==> src/rtl/psum_norm_pkg.sv <==
// Shared definitions for the psum normalizer: FSM state encoding and the
// quotient-to-output shift helper.
package psum_norm_pkg;

    typedef enum logic [2:0] {
        IDLE,
        SUM,
        PUBLISH,
        WAIT,
        DIV,
        OUT
    } state_t;

    // Right shift that maps a full-precision quotient onto the bw-bit output scale.
    function automatic int norm_shift(input int bw, input int bw_psum);
        return bw_psum + 3 - 2 * bw;
    endfunction

    localparam int NORM_SHIFT_DEFAULT = norm_shift(8, 20);

endpackage

==> src/rtl/psum_norm_if.sv <==
// Row-in / result-out handshake bundle of the psum normalizer.
interface psum_norm_if #(
    parameter int col     = 8,
    parameter int bw      = 8,
    parameter int bw_psum = 2 * bw + 4
) ();

    logic [col*bw_psum-1:0] psum_in;
    logic                   psum_valid;
    logic                   psum_ready;
    logic [col*bw-1:0]      out_data;
    logic [col-1:0]         out_sign;
    logic                   out_valid;
    logic                   out_ready;

    modport master (
        output psum_in, psum_valid, out_ready,
        input  psum_ready, out_data, out_sign, out_valid
    );

    modport slave (
        input  psum_in, psum_valid, out_ready,
        output psum_ready, out_data, out_sign, out_valid
    );

endinterface

==> src/rtl/psum_norm_div.sv <==
// Serial restoring divider, one quotient bit per cycle; the start cycle already
// performs the first step so back-to-back divisions leave no idle cycle.
module norm_div #(
    parameter int nw = 20,
    parameter int dw = 9
) (
    input  logic          clk,
    input  logic          reset,
    input  logic          start,
    input  logic [nw-1:0] numer,
    input  logic [dw-1:0] denom,
    output logic          busy,
    output logic          done,
    output logic [nw-1:0] quot
);

    localparam int CW = $clog2(nw + 1);

    logic [dw-1:0] rem_q, rem_d;
    logic [nw-1:0] num_q, num_d;
    logic [CW-1:0] cnt_q, cnt_d;
    logic          busy_q, busy_d;
    logic [dw-1:0] rem_cur;
    logic [nw-1:0] num_cur;
    logic [dw:0]   trial;
    logic [CW-1:0] cnt_next;
    logic          step;

    // Numerator bits shift out of the top while quotient bits shift in at the bottom.
    always_comb begin
        rem_d    = rem_q;
        num_d    = num_q;
        cnt_d    = cnt_q;
        busy_d   = busy_q;
        done     = 1'b0;
        step     = start || busy_q;
        rem_cur  = start ? '0 : rem_q;
        num_cur  = start ? numer : num_q;
        trial    = {rem_cur, num_cur[nw-1]};
        cnt_next = (start ? '0 : cnt_q) + CW'(1);
        if (step) begin
            if (trial >= {1'b0, denom}) begin
                rem_d = dw'(trial - {1'b0, denom});
                num_d = {num_cur[nw-2:0], 1'b1};
            end else begin
                rem_d = trial[dw-1:0];
                num_d = {num_cur[nw-2:0], 1'b0};
            end
            cnt_d  = cnt_next;
            done   = (cnt_next == CW'(nw));
            busy_d = !done;
        end
    end

    always_ff @(posedge clk) begin
        if (!reset) begin
            rem_q  <= '0;
            num_q  <= '0;
            cnt_q  <= '0;
            busy_q <= 1'b0;
        end else begin
            rem_q  <= rem_d;
            num_q  <= num_d;
            cnt_q  <= cnt_d;
            busy_q <= busy_d;
        end
    end

    assign busy = busy_q;
    assign quot = num_d;

endmodule

==> src/rtl/psum_norm.sv <==
// Normalizes a row of signed partial sums by the combined coarse magnitude sum
// of this core and a remote core, producing saturated magnitudes plus signs.
module psum_norm
    import psum_norm_pkg::*;
#(
    parameter int col     = 8,
    parameter int bw      = 8,
    parameter int bw_psum = 2 * bw + 4
) (
    input  logic          clk,
    input  logic          reset,
    psum_norm_if.slave    bus,
    output logic [bw-1:0] sum_out,
    output logic          can_read_out,
    input  logic [bw-1:0] sum_in,
    input  logic          can_read_in,
    output logic          err
);

    localparam int SW    = bw_psum + 3;
    localparam int SHIFT = norm_shift(bw, bw_psum);
    localparam int IW    = (col > 1) ? $clog2(col) : 1;

    state_t              state_q, state_d;
    logic [bw_psum-1:0]  mag_q [col];
    logic [bw_psum-1:0]  mag_d [col];
    logic [bw_psum-1:0]  abs_v [col];
    logic [col-1:0]      sign_q, sign_d;
    logic [bw-1:0]       local_sum_q, local_sum_d;
    logic [SW-1:0]       sum_acc;
    logic [bw-1:0]       sum_out_q, sum_out_d;
    logic                can_read_out_q, can_read_out_d;
    logic                cri_prev_q, cri_prev_d;
    logic                pending_q, pending_d;
    logic                err_q, err_d;
    logic [bw:0]         den_q, den_d;
    logic [IW-1:0]       idx_q, idx_d;
    logic [bw-1:0]       res_q [col];
    logic [bw-1:0]       res_d [col];
    logic                div_start, div_busy, div_done;
    logic [bw_psum-1:0]  div_quot;
    logic                remote_toggle, pending_clear;

    function automatic logic [bw-1:0] saturate(input logic [bw_psum-1:0] q);
        logic [bw_psum-1:0] s;
        s = q >> SHIFT;
        if ((s >> bw) != '0) return '1;
        return s[bw-1:0];
    endfunction

    // The row register holds raw psums until SUM, then their magnitudes.
    always_comb begin
        for (int i = 0; i < col; i++)
            abs_v[i] = mag_q[i][bw_psum-1] ? (~mag_q[i] + bw_psum'(1)) : mag_q[i];
    end

    always_comb begin
        state_d        = state_q;
        mag_d          = mag_q;
        sign_d         = sign_q;
        local_sum_d    = local_sum_q;
        sum_out_d      = sum_out_q;
        can_read_out_d = can_read_out_q;
        den_d          = den_q;
        idx_d          = idx_q;
        res_d          = res_q;
        div_start      = 1'b0;
        pending_clear  = 1'b0;
        sum_acc        = '0;
        case (state_q)
            IDLE: begin
                if (bus.psum_valid) begin
                    for (int i = 0; i < col; i++) begin
                        mag_d[i]  = bus.psum_in[i*bw_psum +: bw_psum];
                        sign_d[i] = bus.psum_in[i*bw_psum + bw_psum - 1];
                    end
                    idx_d   = '0;
                    state_d = SUM;
                end
            end
            SUM: begin
                for (int i = 0; i < col; i++)
                    sum_acc = sum_acc + SW'(abs_v[i]);
                local_sum_d = bw'(sum_acc >> (SW - bw));
                mag_d       = abs_v;
                state_d     = PUBLISH;
            end
            PUBLISH: begin
                sum_out_d      = local_sum_q;
                can_read_out_d = ~can_read_out_q;
                state_d        = WAIT;
            end
            WAIT: begin
                if (pending_q) begin
                    den_d         = {1'b0, sum_out_q} + {1'b0, sum_in};
                    pending_clear = 1'b1;
                    state_d       = DIV;
                end
            end
            DIV: begin
                if (den_q == '0) begin
                    for (int i = 0; i < col; i++)
                        res_d[i] = (mag_q[i] == '0) ? '0 : '1;
                    state_d = OUT;
                end else begin
                    div_start = !div_busy;
                    if (div_done) begin
                        res_d[idx_q] = saturate(div_quot);
                        if (idx_q == IW'(col - 1)) begin
                            idx_d   = '0;
                            state_d = OUT;
                        end else begin
                            idx_d = idx_q + IW'(1);
                        end
                    end
                end
            end
            OUT: begin
                if (bus.out_ready) state_d = IDLE;
            end
            default: state_d = IDLE;
        endcase
    end

    // A remote toggle arriving while one is still unconsumed is an overrun.
    always_comb begin
        remote_toggle = (can_read_in != cri_prev_q);
        cri_prev_d    = can_read_in;
        pending_d     = remote_toggle | (pending_q & ~pending_clear);
        err_d         = err_q | (remote_toggle & pending_q & ~pending_clear);
    end

    always_ff @(posedge clk) begin
        if (!reset) begin
            state_q        <= IDLE;
            mag_q          <= '{default: '0};
            sign_q         <= '0;
            local_sum_q    <= '0;
            sum_out_q      <= '0;
            can_read_out_q <= 1'b0;
            cri_prev_q     <= 1'b0;
            pending_q      <= 1'b0;
            err_q          <= 1'b0;
            den_q          <= '0;
            idx_q          <= '0;
            res_q          <= '{default: '0};
        end else begin
            state_q        <= state_d;
            mag_q          <= mag_d;
            sign_q         <= sign_d;
            local_sum_q    <= local_sum_d;
            sum_out_q      <= sum_out_d;
            can_read_out_q <= can_read_out_d;
            cri_prev_q     <= cri_prev_d;
            pending_q      <= pending_d;
            err_q          <= err_d;
            den_q          <= den_d;
            idx_q          <= idx_d;
            res_q          <= res_d;
        end
    end

    norm_div #(
        .nw(bw_psum),
        .dw(bw + 1)
    ) u_div (
        .clk   (clk),
        .reset (reset),
        .start (div_start),
        .numer (mag_q[idx_q]),
        .denom (den_q),
        .busy  (div_busy),
        .done  (div_done),
        .quot  (div_quot)
    );

    for (genvar g = 0; g < col; g++) begin : g_pack
        assign bus.out_data[g*bw +: bw] = res_q[g];
    end

    assign bus.psum_ready = (state_q == IDLE);
    assign bus.out_valid  = (state_q == OUT);
    assign bus.out_sign   = sign_q;
    assign sum_out        = sum_out_q;
    assign can_read_out   = can_read_out_q;
    assign err            = err_q;

endmodule

==> src/flat_wrapper.sv <==
// flat-port wrapper written by rule: the top's interface ports become plain ports
module psum_norm_flat import psum_norm_pkg::*;
#(
    parameter int col     = 8,
    parameter int bw      = 8,
    parameter int bw_psum = 2 * bw + 4
)
  (clk, reset, sum_out, can_read_out, sum_in, can_read_in, err, bus_psum_in, bus_psum_valid, bus_out_ready, bus_psum_ready, bus_out_data, bus_out_sign, bus_out_valid);
  psum_norm_if #(.col(col), .bw(bw), .bw_psum(bw_psum)) bus_i ();
  input  logic clk;
  input  logic reset;
  output logic [bw-1:0] sum_out;
  output logic can_read_out;
  input  logic [bw-1:0] sum_in;
  input  logic can_read_in;
  output logic err;
  input wire logic [$bits(bus_i.psum_in)-1:0] bus_psum_in;
  input wire logic [$bits(bus_i.psum_valid)-1:0] bus_psum_valid;
  input wire logic [$bits(bus_i.out_ready)-1:0] bus_out_ready;
  output wire logic [$bits(bus_i.psum_ready)-1:0] bus_psum_ready;
  output wire logic [$bits(bus_i.out_data)-1:0] bus_out_data;
  output wire logic [$bits(bus_i.out_sign)-1:0] bus_out_sign;
  output wire logic [$bits(bus_i.out_valid)-1:0] bus_out_valid;
  assign bus_i.psum_in = bus_psum_in;
  assign bus_i.psum_valid = bus_psum_valid;
  assign bus_i.out_ready = bus_out_ready;
  assign bus_psum_ready = bus_i.psum_ready;
  assign bus_out_data = bus_i.out_data;
  assign bus_out_sign = bus_i.out_sign;
  assign bus_out_valid = bus_i.out_valid;
  psum_norm #(.col(col), .bw(bw), .bw_psum(bw_psum)) u_core (.clk(clk), .reset(reset), .bus(bus_i), .sum_out(sum_out), .can_read_out(can_read_out), .sum_in(sum_in), .can_read_in(can_read_in), .err(err));
endmodule
==> config.mk <==
export PLATFORM = sky130hd
export DESIGN_NAME = psum_norm_flat
export DESIGN_NICKNAME = d
export VERILOG_FILES = /design/src/rtl/psum_norm_pkg.sv /design/src/rtl/psum_norm_if.sv /design/src/rtl/psum_norm_div.sv /design/src/rtl/psum_norm.sv /design/src/flat_wrapper.sv
export SDC_FILE = /design/constraint.sdc
export NUM_CORES = 1
export LEC_CHECK = 0
export CORE_UTILIZATION = 55
export DETAILED_ROUTE_END_ITERATION = 10
export GPL_TIMING_DRIVEN = 1
export PLACE_DENSITY_LB_ADDON = 0.05
export SLEW_MARGIN = 30
export SYNTH_ARGS = -nofsm -noshare
export SYNTH_HDL_FRONTEND = slang
export SYNTH_SLANG_ARGS = --single-unit
export TNS_END_PERCENT = 30
==> constraint.sdc <==
create_clock -name clk -period 10.45 [get_ports clk]
set_input_delay 3.135 -clock clk [delete_from_list [all_inputs] [get_ports clk]]
set_output_delay 3.135 -clock clk [all_outputs]
set_load 0.005 [all_outputs]
==> summary by stage, run 1 <==
Floorplan
The initial standard-cell utilization of the core is 55.8%. The die span in x is about 200 um. Row generation in the floorplan step produced roughly 70 rows. In this run the vertical extent of the chip is approximately 200 um. The number of ports placed on the die boundary is about 260. The die covers roughly 40000 um2. The core footprint is ~39000 um2.

Synth
In the synthesized netlist, the number of instances is 2526. After synthesis, the cell types taking the most area are sky130_fd_sc_hd__dfxtp_1, sky130_fd_sc_hd__fa_1, sky130_fd_sc_hd__nand2_1, sky130_fd_sc_hd__ha_1, sky130_fd_sc_hd__a22oi_1. The cell taking the most area after synthesis is sky130_fd_sc_hd__dfxtp_1.

The area share of the leading cell type in the synthesized netlist is around 28%. Synthesis produced a netlist with a net count of approximately 2.9k. In this run, distinct cell masters in the synthesized netlist total 81. Ranked by instance count, the synthesized netlist is headed by sky130_fd_sc_hd__dfxtp_1, sky130_fd_sc_hd__nand2_1, sky130_fd_sc_hd__nor2_1.

The count of flip-flops with a built-in enable after synthesis is 0. The proportion of synthesized flip-flops having asynchronous set or reset is 0%. Synthesis inferred slightly above 300 register bits.

The main flop type after synthesis is sky130_fd_sc_hd__dfxtp_1. The portion of the post-synthesis area used by sequential elements is between 20% and 30%. The synthesized area divided by synthesized cell count is between 8 and 9 um2. The post-synthesis instance area is 21600 um2. The total number of yosys warnings is 0.

Among all cell types in the netlist, the one instantiated most often is sky130_fd_sc_hd__dfxtp_1.

Timing
Headroom to the max-slew limit came out at approximately a third. On the final layout, the worst clock skew is 20.7 ps. In the post-route analysis, the smallest setup slack over all paths is roughly 1600 ps. Based on the critical path, the design can be clocked at up to about 110 MHz. The final-report hold violation count came to 0.

The part of the cycle the worst path needs is 84.7%. The number of setup violations in the final report is 0. Setup repair after global routing left no endpoint under its margin. After routing, the total negative slack on setup checks comes to 0 ps. The slew at the pin with the worst max-slew slack is 1030 ps. Subtracting the final worst setup slack from the clock period gives around 8800 ps. The final number of max-transition violations was 0.

Route
In the routed design, unresolved DRC markers number 0. The total length of routed wires is roughly 79000 um. The average wire per standard cell is 24.5 um. The number of nets still failing antenna checks after routing is 0. Using the TritonRoute via totals, the vias-per-cell ratio works out to around 6.4. The initial DRC count is between 2k and 2.5k. The detailed router placed a little over 20k vias in this run. The first detailed-routing pass took 6 iterations.

Global route
The first-pass GRT wire length is roughly 120000 um. For this run the aggregate overflow at the end of global routing stands at 0. The pin count of the biggest net entering global routing is 102. The number of global-route vias before repair is about 19k. The initial antenna violation count is 2. The total global-route track usage is roughly two fifths.

Flow run
The max-capacitance violation count is 0.

Final layout
The count of filler cells inserted in the layout is roughly 3.3k. The final-stage net count is approximately 3.0k. The fraction of final layout cells sized beyond drive strength 1 is under 10%. Summing all multi-input logic gate instances after layout gives about 14000 um2.

Compared with the post-synthesis result, the final layout area differs by 18.6%. The repair_antennas step left the layout with diodes totalling 0. The combined flip-flop and latch cell area is about 6000 um2.

Placed design
The worst-case setup slack after placement is about 1700 ps. At the end of routability-driven placement, the weighted congestion stood at roughly 1.0. Buffers placed on the I/O ports in this run total about 260.

Summed over all nets, the half-perimeter wirelength after detailed placement is between 50000 and 60000 um.

Clock network
The TritonCTS buffer count is 37. TritonCTS built the clock tree. The clock drives between 300 and 400 sinks. The clock input transition at the sequential cells of the worst setup and hold paths is 50 ps. Once the clock tree was built, the setup fixing pass inserted 0 buffers.

The H-tree was split into 2 levels. The clock tree root driver cell is sky130_fd_sc_hd__clkbuf_16. The clock tree buffer depth is 3. The clock reaches the later pin of the worst-skew pair after ~580 ps.

After clock tree synthesis, the flow added hold-fix buffers numbering 0. Once the clock tree was built, the resizer swapped 0 gates to a different size.

Critical path
The arrival time at the worst endpoint is a little over 9000 ps. The largest fanout on the critical path is 17. The critical path buffer and inverter count is 4. The family with the most delay on the worst path is adder cells. The cell with the largest stage delay on the worst path is sky130_fd_sc_hd__a2111oi_0. Data on the critical path is required at its endpoint by approximately 11000 ps.

The start-to-end type of the worst setup path is register to register. The maximum cell stage delay along the critical path is between 800 and 900 ps. STA classifies the critical path startpoint as a register. The setup check on the worst reg-to-reg path leaves a slack of around 1600 ps. The nature of the critical path endpoint is a register.

Hold path
The kind of path behind the tightest hold check is register to register.

Outcome
The run finished with clean final reports.
## stage by stage
| stage | instances | hold WS (ps) | utilization (%) | instance area, um2 |
|---|---|---|---|---|
| 2_1_floorplan | 2526 | 432 | - | 21600 |
| 4_1_cts | 3233 | 459 | 66.2 | 25600 |
| 6_report | 3233 | 459 | 66.2 | 25600 |
| 5_1_grt | 3233 | 483 | 66.2 | 25600 |
| 3_3_place_gp | 3170 | 443 | 63.1 | 24400 |
| 3_5_place_dp | 3170 | 450 | 63.2 | 24400 |
## worst paths after layout
check,from,cells after the start,endpoint
max,u_core.mag_q[159]$_SDFFE_PN0P_,29,u_core.local_sum_q[7]$_SDFFE_PN0P_
min,u_core.bus.out_sign[1]$_SDFFE_PN0P_,2,u_core.bus.out_sign[1]$_SDFFE_PN0P_
max reg2reg,u_core.mag_q[159]$_SDFFE_PN0P_,29,u_core.local_sum_q[7]$_SDFFE_PN0P_
min reg2reg,u_core.bus.out_sign[1]$_SDFFE_PN0P_,2,u_core.bus.out_sign[1]$_SDFFE_PN0P_
## layout by cell type (no fill, tap or decap), types with 64 or more instances in the layout
cell | netlist | routed
sky130_fd_sc_hd__and2_1 | 68 | 67
sky130_fd_sc_hd__clkdlybuf4s50_1 | 0 | 255
sky130_fd_sc_hd__a22oi_1 | 117 | 117
sky130_fd_sc_hd__xnor2_1 | 99 | 99
sky130_fd_sc_hd__dfxtp_1 | 302 | 298
sky130_fd_sc_hd__xor2_1 | 75 | 75
sky130_fd_sc_hd__nor2_1 | 226 | 225
sky130_fd_sc_hd__o21ai_0 | 124 | 124
sky130_fd_sc_hd__a21oi_1 | 121 | 121
sky130_fd_sc_hd__fa_1 | 100 | 100
sky130_fd_sc_hd__inv_1 | 181 | 180
sky130_fd_sc_hd__ha_1 | 72 | 72
sky130_fd_sc_hd__nand2_1 | 246 | 246
sky130_fd_sc_hd__o221a_2 | 64 | 64
## worst min-delay path, cell delays in order, from the launching register on
cell	delay, ps
sky130_fd_sc_hd__dfxtp_1	310
sky130_fd_sc_hd__nand2_1	50
sky130_fd_sc_hd__a21oi_1	50
## routing by layer
metal / part of all wire, % / track usage, % / up-vias / wire (um)
met5: 0.024 / 0 / - / 19
met4: 4.3 / 17.7 / 2 / 3380
met3: 12 / 8.33 / 182 / 9270
met2: 43 / 58.6 / 1144 / 34100
met1: 41 / 56.1 / 10000 / 32600
li1: - / - / 9286 / -
## cell type report
type	instances	area share [%]
clock buffers	54	4.19
clock inverters	9	0.377
inverters	181	2.66
multi-input cells	1888	55.8
flip-flops and latches	302	23.7
well taps	518	2.53
repair buffers	281	10.8
## sequential cells by signal, indices dropped and copies added (netlist names)
signal / flops
u_core.u_div.busy: 1
u_core.err: 1
u_core.state_q: 3
u_core.u_div.num_q: 20
u_core.mag_q: 160
u_core.sum_out: 8
u_core.pending_q: 1
u_core.bus.out_data: 64
u_core.cri_prev_q: 1
u_core.local_sum_q: 8
u_core.can_read_out: 1
u_core.u_div.cnt_q: 5
u_core.idx_q: 3
u_core.u_div.rem_q: 9
u_core.bus.out_sign: 8
u_core.den_q: 9
## cell families (layout without fill, tap and decap cells)
| group | Yosys count | count (layout) | synth area share (%) |
|---|---|---|---|
| compound gates | 706 | 706 | 23.6 |
| flops | 302 | 302 | 28.0 |
| xor+xnor | 176 | 176 | 7.21 |
| simple gates | 759 | 759 | 16.7 |
| buf+inv | 336 | 525 | 5.94 |
| mux | 71 | 71 | 4.84 |
| fa+ha+maj | 176 | 176 | 13.6 |
Power of run 1 is not shown: default switching activity piles up to over one toggle a cycle in this logic, so the estimate is an artifact.
==> run 2: changes to the inputs <==
==> constraint.sdc (replaced) <==
create_clock -name clk -period 8.33 [get_ports clk]
set_input_delay 2.499 -clock clk [delete_from_list [all_inputs] [get_ports clk]]
set_output_delay 2.499 -clock clk [all_outputs]
set_load 0.005 [all_outputs]
==> summary by stage, run 2 (synthesis results as in run 1) <==
Outcome
Run status: finished clean (unchanged).

Clock network
The clock tree buffer depth came to 3 (unchanged). The deepest level of the CTS H-tree is 2 (unchanged). The total of hold buffers inserted after clock tree synthesis is 0 (unchanged). The clock latency reported for the late side of the worst-skew pair is 570 ps (was 580 ps). The number of clock sinks is 302 (unchanged). The CTS tree is built (unchanged). The TritonCTS buffer count came to 37 (unchanged).

The post-cts sizing count is 0 (unchanged). The clock input transition at the sequential cells of the worst setup and hold paths is 60 ps (was 50 ps). The number of setup buffers added after CTS came to 0 (unchanged). The clock tree root driver cell is sky130_fd_sc_hd__clkbuf_16 (unchanged).

Route
The remaining routing DRC violations is 0 (unchanged). The total length of routed wires is 78800 um (was 79300 um). The average wire per standard cell is 24.3 um (was 24.5 um). The number of detailed-route iterations in the first pass is 6 (unchanged). The number of vias in the routed layout is 20.5k (was 20.6k). The number of nets still failing antenna checks after routing is 0 (unchanged).

The initial DRC count is 2081 (was 2384). The ratio of routed vias to standard cells is 6.32 (was 6.38).

Floorplan
The core footprint came to 38600 um2 (unchanged). The overall die height is 200 um (unchanged). The die area is 40000 um2 (unchanged).

The initial standard-cell utilization of the core is 55.8% (unchanged). The number of ports placed on the die boundary is 257 (unchanged). The number of placement rows is 72 (unchanged). The die span in x was 200 um (unchanged).

Placed design
The detailed placement HPWL is 59700 um (was 59500 um). The number of port buffers is 256 (unchanged). The weighted congestion reported at the end of routability-driven placement came to 0.993 (was 0.996). The number of cells after detailed placement is 3176 (was 3170).

Flow run
The max-capacitance violation count is 0 (unchanged).

Global route
The total global-route track usage came to 39.6% (was 39.8%). The number of global-route vias before repair is 19.2k (about the same). The total grt overflow came to 0 (unchanged). The first-pass GRT wire length is 117000 um (was 118000 um). The pin count of the biggest net entering global routing was 105 (was 102).

The initial antenna violation count is 0 (was 2).

Timing
The setup TNS after final layout came to 0 ps (unchanged). The final critical path time including I/O delays and setup came to 7920 ps (was 8850 ps). The final-report hold violation count is 0 (unchanged). The number of setup violations in the final report is 0 (unchanged). The final number of max-transition violations is 0 (unchanged). The part of the cycle the worst path needs was 95.0% (was 84.7%). The maximum clock frequency is 126 MHz (was 113 MHz). The slew at the pin with the worst max-slew slack is 996 ps (was 1030 ps). The largest clock skew in the final design is 15.0 ps (was 20.7 ps). The headroom to the max-slew limit is 33.4% (was 31.5%). Setup repair after global routing missed its margin: false (unchanged).

Final layout
Leading cell types in the layout, fill and taps excluded: sky130_fd_sc_hd__dfxtp_1, sky130_fd_sc_hd__clkdlybuf4s50_1, sky130_fd_sc_hd__nand2_1, sky130_fd_sc_hd__nor2_1, sky130_fd_sc_hd__inv_1 (unchanged). The post-route non-filler standard cell count is 3239 (was 3233). The fraction of final layout cells sized beyond drive strength 1 came to 8.61% (was 8.36%). The top register by number of flip-flops is u_core.mag_q (unchanged). The synthesis-to-finish area growth is 18.9% (was 18.6%).

The final-stage net count is 3042 (was 3036). The flip-flop count of the largest register after layout is 160 (unchanged). The leading cell type in the layout, fill and taps excluded is sky130_fd_sc_hd__dfxtp_1 (unchanged).

Critical path
The largest fanout on the critical path is 6 (was 17). The arrival time at the worst endpoint is 8330 ps (was 9260 ps). The data required time at the worst endpoint came to 8740 ps (was 10860 ps).

The cell type with the highest occurrence count on the critical path is sky130_fd_sc_hd__fa_1. The start-to-end type of the worst setup path is register to register (unchanged). The cell with the largest stage delay on the worst path is sky130_fd_sc_hd__fa_1 (was sky130_fd_sc_hd__a2111oi_0). The maximum cell stage delay along the critical path is 550 ps (was 870 ps).

The type of element launching the critical path is a register (unchanged). The nature of the critical path endpoint is a register (unchanged).

Hold path
The kind of path behind the tightest hold check is register to register (unchanged).
## run 2: changes by cell type in the layout (fill, tap and decap cells not counted), sizes merged
cell / change
clkinv: -3
diode: +2
buf: +6
inv: +1
## run 2: critical path, delay by kind of cell, from the launching register on
family | cells | cell delay (ps)
DFF | 1 | 460
and+or+nand+nor | 3 | 420
AOI/OAI and AO/OA | 13 | 2340
buffers and inverters | 4 | 300
xor gates and xnor gates | 1 | 350
adders and majority gates | 9 | 3880
## run 2: metrics by stage
step	util (%)	area (um2)	hold slack (ps)	worst slack, ps
after floorplan	-	21600	432	859
after global placement	63.3	24500	443	443
after detailed placement	63.3	24500	449	389
after CTS	66.4	25600	457	339
after global routing	66.4	25700	486	11.1
final	66.4	25700	454	413
## run 2: final timing paths
path | from | to | slack, ps | cells past startpoint
setup / recovery | u_core.mag_q[120]$_SDFFE_PN0P_ | u_core.local_sum_q[7]$_SDFFE_PN0P_ | 410 | 30
hold / removal | u_core.bus.out_sign[1]$_SDFFE_PN0P_ | u_core.bus.out_sign[1]$_SDFFE_PN0P_ | 450 | 2
setup reg to reg | u_core.mag_q[120]$_SDFFE_PN0P_ | u_core.local_sum_q[7]$_SDFFE_PN0P_ | 410 | 30
hold reg to reg | u_core.bus.out_sign[1]$_SDFFE_PN0P_ | u_core.bus.out_sign[1]$_SDFFE_PN0P_ | 450 | 2
## run 2: final cells by class
type	count	area, um2
multi-input cells	1888	14300
repair buffers	287	2810
diodes	2	5.00
clock buffers	54	1090
flip-flops and latches	302	6050
inverters	181	681
clock inverters	7	90.1
fillers	3298	13000
well taps	518	648
## run 2: metal layers
layer,up-vias,part of all wire (%),track usage (%)
met3,182,11,8.84
met1,9886,42,55.6
li1,9287,-,-
met4,0,4.4,16.0
met2,1104,42,58.6
met5,-,0,0
Power of run 2 is left out for the same reason.
